$ cat config.mk
export PLATFORM = sky130hd
export DESIGN_NAME = btn_debounce_pulse
export DESIGN_NICKNAME = d
export VERILOG_FILES = /design/src/rtl/btn_debounce_pulse.sv
export SDC_FILE = /design/constraint.sdc
export NUM_CORES = 1
export LEC_CHECK = 0
export BUFFER_PORTS_ARGS = -buffer_cell sky130_fd_sc_hd__clkbuf_2
export CORE_ASPECT_RATIO = 1.1
export CORE_UTILIZATION = 45
export DETAILED_ROUTE_END_ITERATION = 10
export PLACE_DENSITY_LB_ADDON = 0.05
export SLEW_MARGIN = 20
export SYNTH_ARGS = -nofsm -noshare
export SYNTH_HDL_FRONTEND = slang
export SYNTH_SLANG_ARGS = --single-unit
export TNS_END_PERCENT = 100
$ cat constraint.sdc
create_clock -name clk_100mhz -period 4.2 [get_ports clk_100mhz]
set_input_delay 0.21 -clock clk_100mhz [delete_from_list [all_inputs] [get_ports clk_100mhz]]
set_output_delay 0.21 -clock clk_100mhz [all_outputs]
set_load 0.05 [all_outputs]
$ cat src/rtl/btn_debounce_pulse.sv
// Two-button front end: synchronize, debounce and turn each press into step pulses
// with hold-then-auto-repeat; a busy button locks the other one out.
module btn_db_chan #(
    parameter int DB_TICKS     = 4,
    parameter int HOLD_TICKS   = 500,
    parameter int REPEAT_TICKS = 100
) (
    input  logic clk,
    input  logic rst_n,
    input  logic tick,
    input  logic btn_raw,
    input  logic other_lvl,
    output logic lvl,
    output logic pulse
);
    localparam int DBW  = $clog2(DB_TICKS + 1);
    localparam int TMAX = (HOLD_TICKS > REPEAT_TICKS) ? HOLD_TICKS : REPEAT_TICKS;
    localparam int TW   = $clog2(TMAX + 1);

    typedef enum logic [1:0] {IDLE, HOLD, REPEAT} state_e;

    logic           sync1_q, sync2_q;
    logic [DBW-1:0] db_cnt_q, db_cnt_d;
    logic           lvl_q, lvl_d, lvl_prev_q;
    logic           fall;
    state_e         state_q, state_d;
    logic [TW-1:0]  tcnt_q, tcnt_d;
    logic           pulse_q, pulse_d;

    always_comb begin
        db_cnt_d = db_cnt_q;
        lvl_d    = lvl_q;
        if (tick) begin
            if (sync2_q != lvl_q) begin
                if (db_cnt_q == DBW'(DB_TICKS - 1)) begin
                    lvl_d    = ~lvl_q;
                    db_cnt_d = '0;
                end else begin
                    db_cnt_d = db_cnt_q + DBW'(1);
                end
            end else begin
                db_cnt_d = '0;
            end
        end
    end

    // Release is acted on the same edge the level drops, so a repeat slot
    // coinciding with the release never fires.
    assign fall = lvl_q & ~lvl_d;

    always_comb begin
        state_d = state_q;
        tcnt_d  = tcnt_q;
        pulse_d = 1'b0;
        unique case (state_q)
            IDLE: begin
                tcnt_d = '0;
                if (lvl_q && !lvl_prev_q && !other_lvl && !fall) begin
                    state_d = HOLD;
                    pulse_d = 1'b1;
                end
            end
            HOLD, REPEAT: begin
                if (fall || !lvl_q) begin
                    state_d = IDLE;
                    tcnt_d  = '0;
                end else if (tick) begin
                    if ((state_q == HOLD   && tcnt_q == TW'(HOLD_TICKS - 1)) ||
                        (state_q == REPEAT && tcnt_q == TW'(REPEAT_TICKS - 1))) begin
                        state_d = REPEAT;
                        tcnt_d  = '0;
                        pulse_d = 1'b1;
                    end else begin
                        tcnt_d = tcnt_q + TW'(1);
                    end
                end
            end
            default: begin
                state_d = IDLE;
                tcnt_d  = '0;
            end
        endcase
        pulse_d = pulse_d & ~pulse_q;
    end

    always_ff @(posedge clk or negedge rst_n) begin
        if (!rst_n) begin
            sync1_q    <= 1'b0;
            sync2_q    <= 1'b0;
            db_cnt_q   <= '0;
            lvl_q      <= 1'b0;
            lvl_prev_q <= 1'b0;
            state_q    <= IDLE;
            tcnt_q     <= '0;
            pulse_q    <= 1'b0;
        end else begin
            sync1_q    <= btn_raw;
            sync2_q    <= sync1_q;
            db_cnt_q   <= db_cnt_d;
            lvl_q      <= lvl_d;
            lvl_prev_q <= lvl_q;
            state_q    <= state_d;
            tcnt_q     <= tcnt_d;
            pulse_q    <= pulse_d;
        end
    end

    assign lvl   = lvl_q;
    assign pulse = pulse_q;
endmodule

module btn_debounce_pulse #(
    parameter int DB_TICKS     = 4,
    parameter int HOLD_TICKS   = 500,
    parameter int REPEAT_TICKS = 100
) (
    input  logic clk_100mhz,
    input  logic rst_n,
    input  logic tick_1khz,
    input  logic btn_accel,
    input  logic btn_decel,
    output logic accel_pulse,
    output logic decel_pulse,
    output logic accel_level,
    output logic decel_level
);
    // Channel 0 = accelerate, channel 1 = decelerate.
    logic [1:0] raw, lvl, pls;

    assign raw = {btn_decel, btn_accel};

    for (genvar i = 0; i < 2; i++) begin : g_chan
        btn_db_chan #(
            .DB_TICKS    (DB_TICKS),
            .HOLD_TICKS  (HOLD_TICKS),
            .REPEAT_TICKS(REPEAT_TICKS)
        ) u_chan (
            .clk      (clk_100mhz),
            .rst_n    (rst_n),
            .tick     (tick_1khz),
            .btn_raw  (raw[i]),
            .other_lvl(lvl[1-i]),
            .lvl      (lvl[i]),
            .pulse    (pls[i])
        );
    end

    assign accel_pulse = pls[0];
    assign decel_pulse = pls[1];
    assign accel_level = lvl[0];
    assign decel_level = lvl[1];
endmodule
==> results.yml, run 1 <==
status:
  status: "completed"
critical_path:
  endpoint: "g_chan[0].u_chan.state_q[0]$_DFFE_PN0P_"
  slowest_delay_ns: 0.41
  worstPathCellList: "inv_1 > ha_1 > nor4b_1 > o2111a_1 > nand2b_4 > a22oi_1"
  crit_fanout: 7
  worstReg2RegEnd: "g_chan[0].u_chan.state_q[0]$_DFFE_PN0P_"
  worstSetupStartpointType: "flip-flop"
  arrival_ns: 1.88
  critPathKind: "reg -> reg"
  worstPathBufferInverterCount: 1
  crit_start: "g_chan[0].u_chan.state_q[0]$_DFFE_PN0P_"
  rr_worst_depth: 6
  cp_num_cells: 6
  cp_slowest_cell: "dfrtp_1"
  required_ns: 4.37
  crit_family: "simple AND/OR/NAND/NOR gates"
  reg2reg_slack_ns: 2.48
  r2r_start: "g_chan[0].u_chan.state_q[0]$_DFFE_PN0P_"
  critPathCaptureType: "flip-flop"
route:
  vias_per_cell: 5.57
  dr.pass1.iters: 4
  vias: 1455
  drtIter0Drc: 64
  ant_nets: 0
  drc: 0
  drt_wl_total_mm: 3.77
  routedWlPerCell_um: 14.5
cells_and_area:
  fin_cells: 261
  final_layout_size_suffix_gt1_frac: 0.116
  syn_to_final_growth_pct: 9.89
  mostFrequentLayoutCells: "dfrtp_1, nor2_1, nand2_1"
  diodes: 0
  layout_commonest_cell: "dfrtp_1"
  final_nets: 224
cts:
  htree_levels: 2
  clk_latency_ns: 0.28
  cts_buffers: 5
  max-clock-path-buffers: 2
  cts-root-buf: "clkbuf_8"
  clk_pin_slew_ns: 0.07
  clkSinkCount: 38
  post-cts-setup-buffers: 0
  cts.repair.resized: 0
  cts_tree: "built"
  cts_hold_buf: 0
global_route:
  grt.total_usage: 0.190
  grt_pass1_vias: 1541
  gr-total-overflow: 0
  grt_pass1_wl_mm: 6.83
  antenna_found_initial: 0
  grt_max_degree: 39
timing:
  timing.fmax_ghz: 0.583
  setup_viol: 0
  clock_skew_ns: 0.00479
  final.min_clock_period_ns: 1.72
  worst_slew_pin_slew_ns: 0.816
  max_slew_margin: 0.456
  slew_violations: 0
  layout_setup_ws_ns: 2.48
  fin_crit_sh: 0.408
  rsz0062_at_grt: "no"
  holdWs_ns: 0.0108
  setup-tns-final_ns: 0
  finalHoldViolations: 0
power:
  p_leak_nw: 0.988
  max-vdd-ir-drop_uv: 291
  power.density_nw_per_um2: 497
  p_total_w: 0.00110
yosys:
  ys_ff_latch: 38
  ys.flop_type: "dfrtp_1"
  synth_enable_flop_cells: 0
  yosysSeqAreaShare: 0.470
  syn_area_sq_um: 2020
  syn_inst: 195
  syn_area_per_cell_sq_um: 10.4
  yosysWarnings: 0
  ys_types: 42
  async_reset_ff_frac: 1.00
  syn_nets: 212
floorplan:
  dieArea_sq_um: 4770
  coreArea_sq_um: 4320
  rows: 25
  start_util: 0.469
  die-height_um: 72.3
  io_pins: 9
  die_w_um: 65.9
job:
  cap_viol_max_count: 0
placed_design:
  dpl.hpwl_mm: 2.72
  gp_congestion: 0.845
  place_ws_ns: 2.48
  numPortBuffers: 8
  dpl.cell_count: 254
worst_hold_path:
  worstHoldPathType: "in -> async"
-- flip-flops by register name, indices dropped and copies added, names as in the netlist --
signal	flops
g_chan.u_chan.state_q	4
g_chan.u_chan.lvl_prev_q	2
g_chan.u_chan.sync2_q	2
g_chan.u_chan.pulse	2
g_chan.u_chan.lvl	2
g_chan.u_chan.db_cnt_q	6
g_chan.u_chan.sync1_q	2
g_chan.u_chan.tcnt_q	18
-- worst min-delay path by stage --
stage,from,to
floorplan,rst_n,g_chan[0].u_chan.db_cnt_q[0]$_DFFE_PN0P_
global placement,btn_decel,g_chan[1].u_chan.sync1_q$_DFF_PN0_
detailed placement,btn_decel,g_chan[1].u_chan.sync1_q$_DFF_PN0_
CTS,btn_decel,g_chan[1].u_chan.sync1_q$_DFF_PN0_
global route,btn_decel,g_chan[1].u_chan.sync1_q$_DFF_PN0_
finish,rst_n,g_chan[1].u_chan.db_cnt_q[2]$_DFFE_PN0P_
-- area by class of cell --
type | count | area [sq um]
tap | 54 | 67.6
clock inverter | 1 | 30.0
clock buffer | 6 | 82.6
timing repair buffer | 8 | 40.0
multi-input combinational | 142 | 1010
inverter | 12 | 45.0
fill | 410 | 2090
sequential | 38 | 951
-- power by group --
group | switching [W] | internal (W) | total (W) | leakage, nW
clock network | 0.000122 | 0.000190 | 0.000311 | 0.0573
logic | 0.000200 | 0.000114 | 0.000313 | 0.422
registers | 0.0000575 | 0.000421 | 0.000479 | 0.509
total | 0.000379 | 0.000725 | 0.00110 | 0.988
-- Yosys cell counts, types with 3 or more instances --
cell | number | area (sq um)
a21oi_1 | 6 | 30.0
a32o_1 | 6 | 60.1
and2_1 | 3 | 18.8
dfrtp_1 | 38 | 951
ha_1 | 12 | 150
inv_1 | 12 | 45.0
nand2_1 | 14 | 52.6
nand3_1 | 6 | 30.0
nand4_1 | 5 | 31.3
nor2_1 | 25 | 93.8
nor2b_1 | 3 | 18.8
nor3_1 | 8 | 40.0
o21ai_0 | 6 | 30.0
o31ai_1 | 4 | 30.0
xnor2_1 | 6 | 52.6
xor2_1 | 7 | 61.3
-- layer usage --
metal | up-vias | share of wire | GRT usage | wire (um)
met5 | - | 0 | 0 | 0
met1 | 718 | 0.46 | 0.215 | 1730
met3 | 5 | 0.023 | 0.0503 | 88
met4 | 0 | 0.0095 | 0.0709 | 36
li1 | 719 | - | - | -
met2 | 13 | 0.51 | 0.339 | 1920
-- through the flow --
stage,utilization,cell area (sq um)
floorplan,-,2020
global placement,0.489,2110
detailed placement,0.489,2110
CTS,0.515,2220
global route,0.515,2220
finish,0.515,2220
-- logic make-up (layout without fill, tap and decap cells) --
logic type / count (synthesis) / in the layout / synth area share
simple gates: 80 / 80 / 0.216
fa+ha+maj: 12 / 12 / 0.0742
compound gates: 35 / 35 / 0.140
xor+xnor: 13 / 13 / 0.0563
buf+inv: 15 / 27 / 0.0322
flops: 38 / 38 / 0.470
mux: 2 / 2 / 0.0111
No activity file was read; power rests on OpenSTA's default activity.
==> inputs of run 2 (changes only) <==
==> constraint.sdc (replaced) <==
create_clock -name clk_100mhz -period 1.4 [get_ports clk_100mhz]
set_input_delay 0.07 -clock clk_100mhz [delete_from_list [all_inputs] [get_ports clk_100mhz]]
set_output_delay 0.07 -clock clk_100mhz [all_outputs]
set_load 0.05 [all_outputs]
==> results.yml, run 2 (same netlist as run 1, synthesis figures left out) <==
status:
  status: "finished, violations left"
  violations: "setup timing"
critical_path:
  arrival_ns: 1.77
  slowest_delay_ns: 0.46
  worstSetupStartpointType: "flip-flop"
  worstPathBufferInverterCount: 1
  crit_family: "flip-flops"
  crit_start: "g_chan[0].u_chan.state_q[0]$_DFFE_PN0P_"
  critPathCaptureType: "flip-flop"
  critPathKind: "reg -> reg"
  worstPathCellList: "inv_4 > ha_4 > nor4b_4 > o2111a_2 > nand2b_4 > a22oi_2"
  required_ns: 1.56
  r2r_start: "g_chan[0].u_chan.state_q[0]$_DFFE_PN0P_"
  cp_slowest_cell: "dfrtp_2"
  crit_fanout: 7
cells_and_area:
  final_layout_size_suffix_gt1_frac: 0.429
  top_regs: "g_chan.u_chan.tcnt_q (18), g_chan.u_chan.db_cnt_q (6), g_chan.u_chan.state_q (4)"
  design_area_sq_um: 2740
  diodes: 0
  largest_reg_flops: 18
  mostFrequentLayoutCells: "dfrtp_1, buf_4, nor2_1"
  final_nets: 261
  layout_commonest_cell: "dfrtp_1"
  largest_register: "g_chan.u_chan.tcnt_q"
  fillers: 352
  final_core_util: 0.635
  syn_to_final_growth_pct: 35.4
route:
  vias: 1646
  drc: 0
  dr_wl_met2_mm: 2.42
  routedLengthMet1_mm: 1.90
  dr_wl_met3_um: 86
  routed.top_layer: "met4"
  routedWlPerCell_um: 14.9
  ant_nets: 0
  drtIter0Drc: 62
  drt_wl_total_mm: 4.46
  dr.pass1.iters: 4
  vias_per_cell: 5.51
global_route:
  grt_pass1_wl_mm: 7.67
  gr-total-overflow: 0
  grt_max_degree: 21
  grt_pass1_vias: 1742
  antenna_found_initial: 0
  grt.total_usage: 0.208
timing:
  layout_setup_ws_ns: -0.205
  worst_slew_pin_slew_ns: 0.391
  slew_violations: 0
  holdWs_ns: 0.190
  finalHoldViolations: 0
  timing.fmax_ghz: 0.623
  max_slew_margin: 0.737
  clock_skew_ns: 0.00297
  final.min_clock_period_ns: 1.61
  setup_viol: 24
  rsz0062_at_grt: "yes"
  fin_crit_sh: 1.15
worst_hold_path:
  worstHoldPathType: "in -> reg"
  hold_start: "tick_1khz"
cts:
  clk_pin_slew_ns: 0.07
  max-clock-path-buffers: 2
  cts_buffers: 5
  cts-root-buf: "clkbuf_8"
  clk_latency_ns: 0.28
  htree_levels: 2
  cts_tree: "built"
  clkSinkCount: 38
floorplan:
  die-height_um: 72.3
  rows: 25
  start_util: 0.469
  dieArea_sq_um: 4770
  coreArea_sq_um: 4320
  die_w_um: 65.9
  io_pins: 9
placed_design:
  numPortBuffers: 8
  place_area_sq_um: 2400
  place_ws_ns: -0.221
  gp_congestion: 0.843
  dpl.hpwl_mm: 3.20
job:
  cap_viol_max_count: 0
power:
  power.density_nw_per_um2: 1310
  max-vdd-ir-drop_uv: 682
  p_leak_nw: 1.21
[run 2: timing repair]
| item | in CTS | in global routing |
|---|---|---|
| pin swaps | 17 | 5 |
| hold buffers | 3 | 0 |
| resized for setup | 25 | 18 |
| buffers inserted | 5 | 0 |
| hold endpoints to repair | 40 | 0 |
| setup endpoints to repair | 24 | 25 |
[run 2: where the power goes]
group	internal (W)	switching (W)	total [W]	leakage, nW
logic	0.000588	0.000753	0.00134	0.659
clock network	0.000396	0.000379	0.000774	0.0472
registers	0.00127	0.000210	0.00148	0.505
total	0.00226	0.00134	0.00360	1.21
[run 2: metrics by stage]
stage          total power (W)  TNS, ns  instances
6_report               0.00360    -3.16        299
5_1_grt                0.00382    -5.01        299
4_1_cts                0.00355    -2.98        299
3_5_place_dp           0.00259    -3.49        283
3_3_place_gp           0.00255    -2.48        283
2_1_floorplan          0.00221   -0.626        195
[run 2: tightest hold or removal path, cell delays in order]
cell,delay [ns]
clkbuf_2,0.20
nand2_1,0.10
o2bb2ai_1,0.06
[run 2: worst paths after layout]
kind                                                                  to  slack (ns)  cells past startpoint
min in group asynchronous                 g_chan[1].u_chan.lvl$_DFF_PN0_        0.29                      3
max in group asynchronous                 g_chan[0].u_chan.lvl$_DFF_PN0_        0.87                      3
worst max-delay path             g_chan[0].u_chan.state_q[0]$_DFFE_PN0P_       -0.21                      6
worst min-delay path            g_chan[0].u_chan.db_cnt_q[1]$_DFFE_PN0P_        0.19                      3
worst min register to register        g_chan[1].u_chan.sync2_q$_DFF_PN0_        0.35                      0
worst max register to register   g_chan[0].u_chan.state_q[0]$_DFFE_PN0P_       -0.21                      6
[run 2: layout make-up]
type / count / area, sq um / share of cell area
clock buffers: 6 / 82.6 / 0.0301
clock inverters: 2 / 12.5 / 0.00457
inverters: 12 / 47.5 / 0.0174
multi-input cells: 142 / 1240 / 0.452
flip-flops and latches: 38 / 955 / 0.348
well taps: 54 / 67.6 / 0.0247
repair buffers: 45 / 337 / 0.123
[run 2: layer usage]
layer / GRT usage / up-vias
met5: 0 / -
met4: 0.0757 / 0
met3: 0.0440 / 6
met2: 0.379 / 19
met1: 0.238 / 825
li1: - / 796
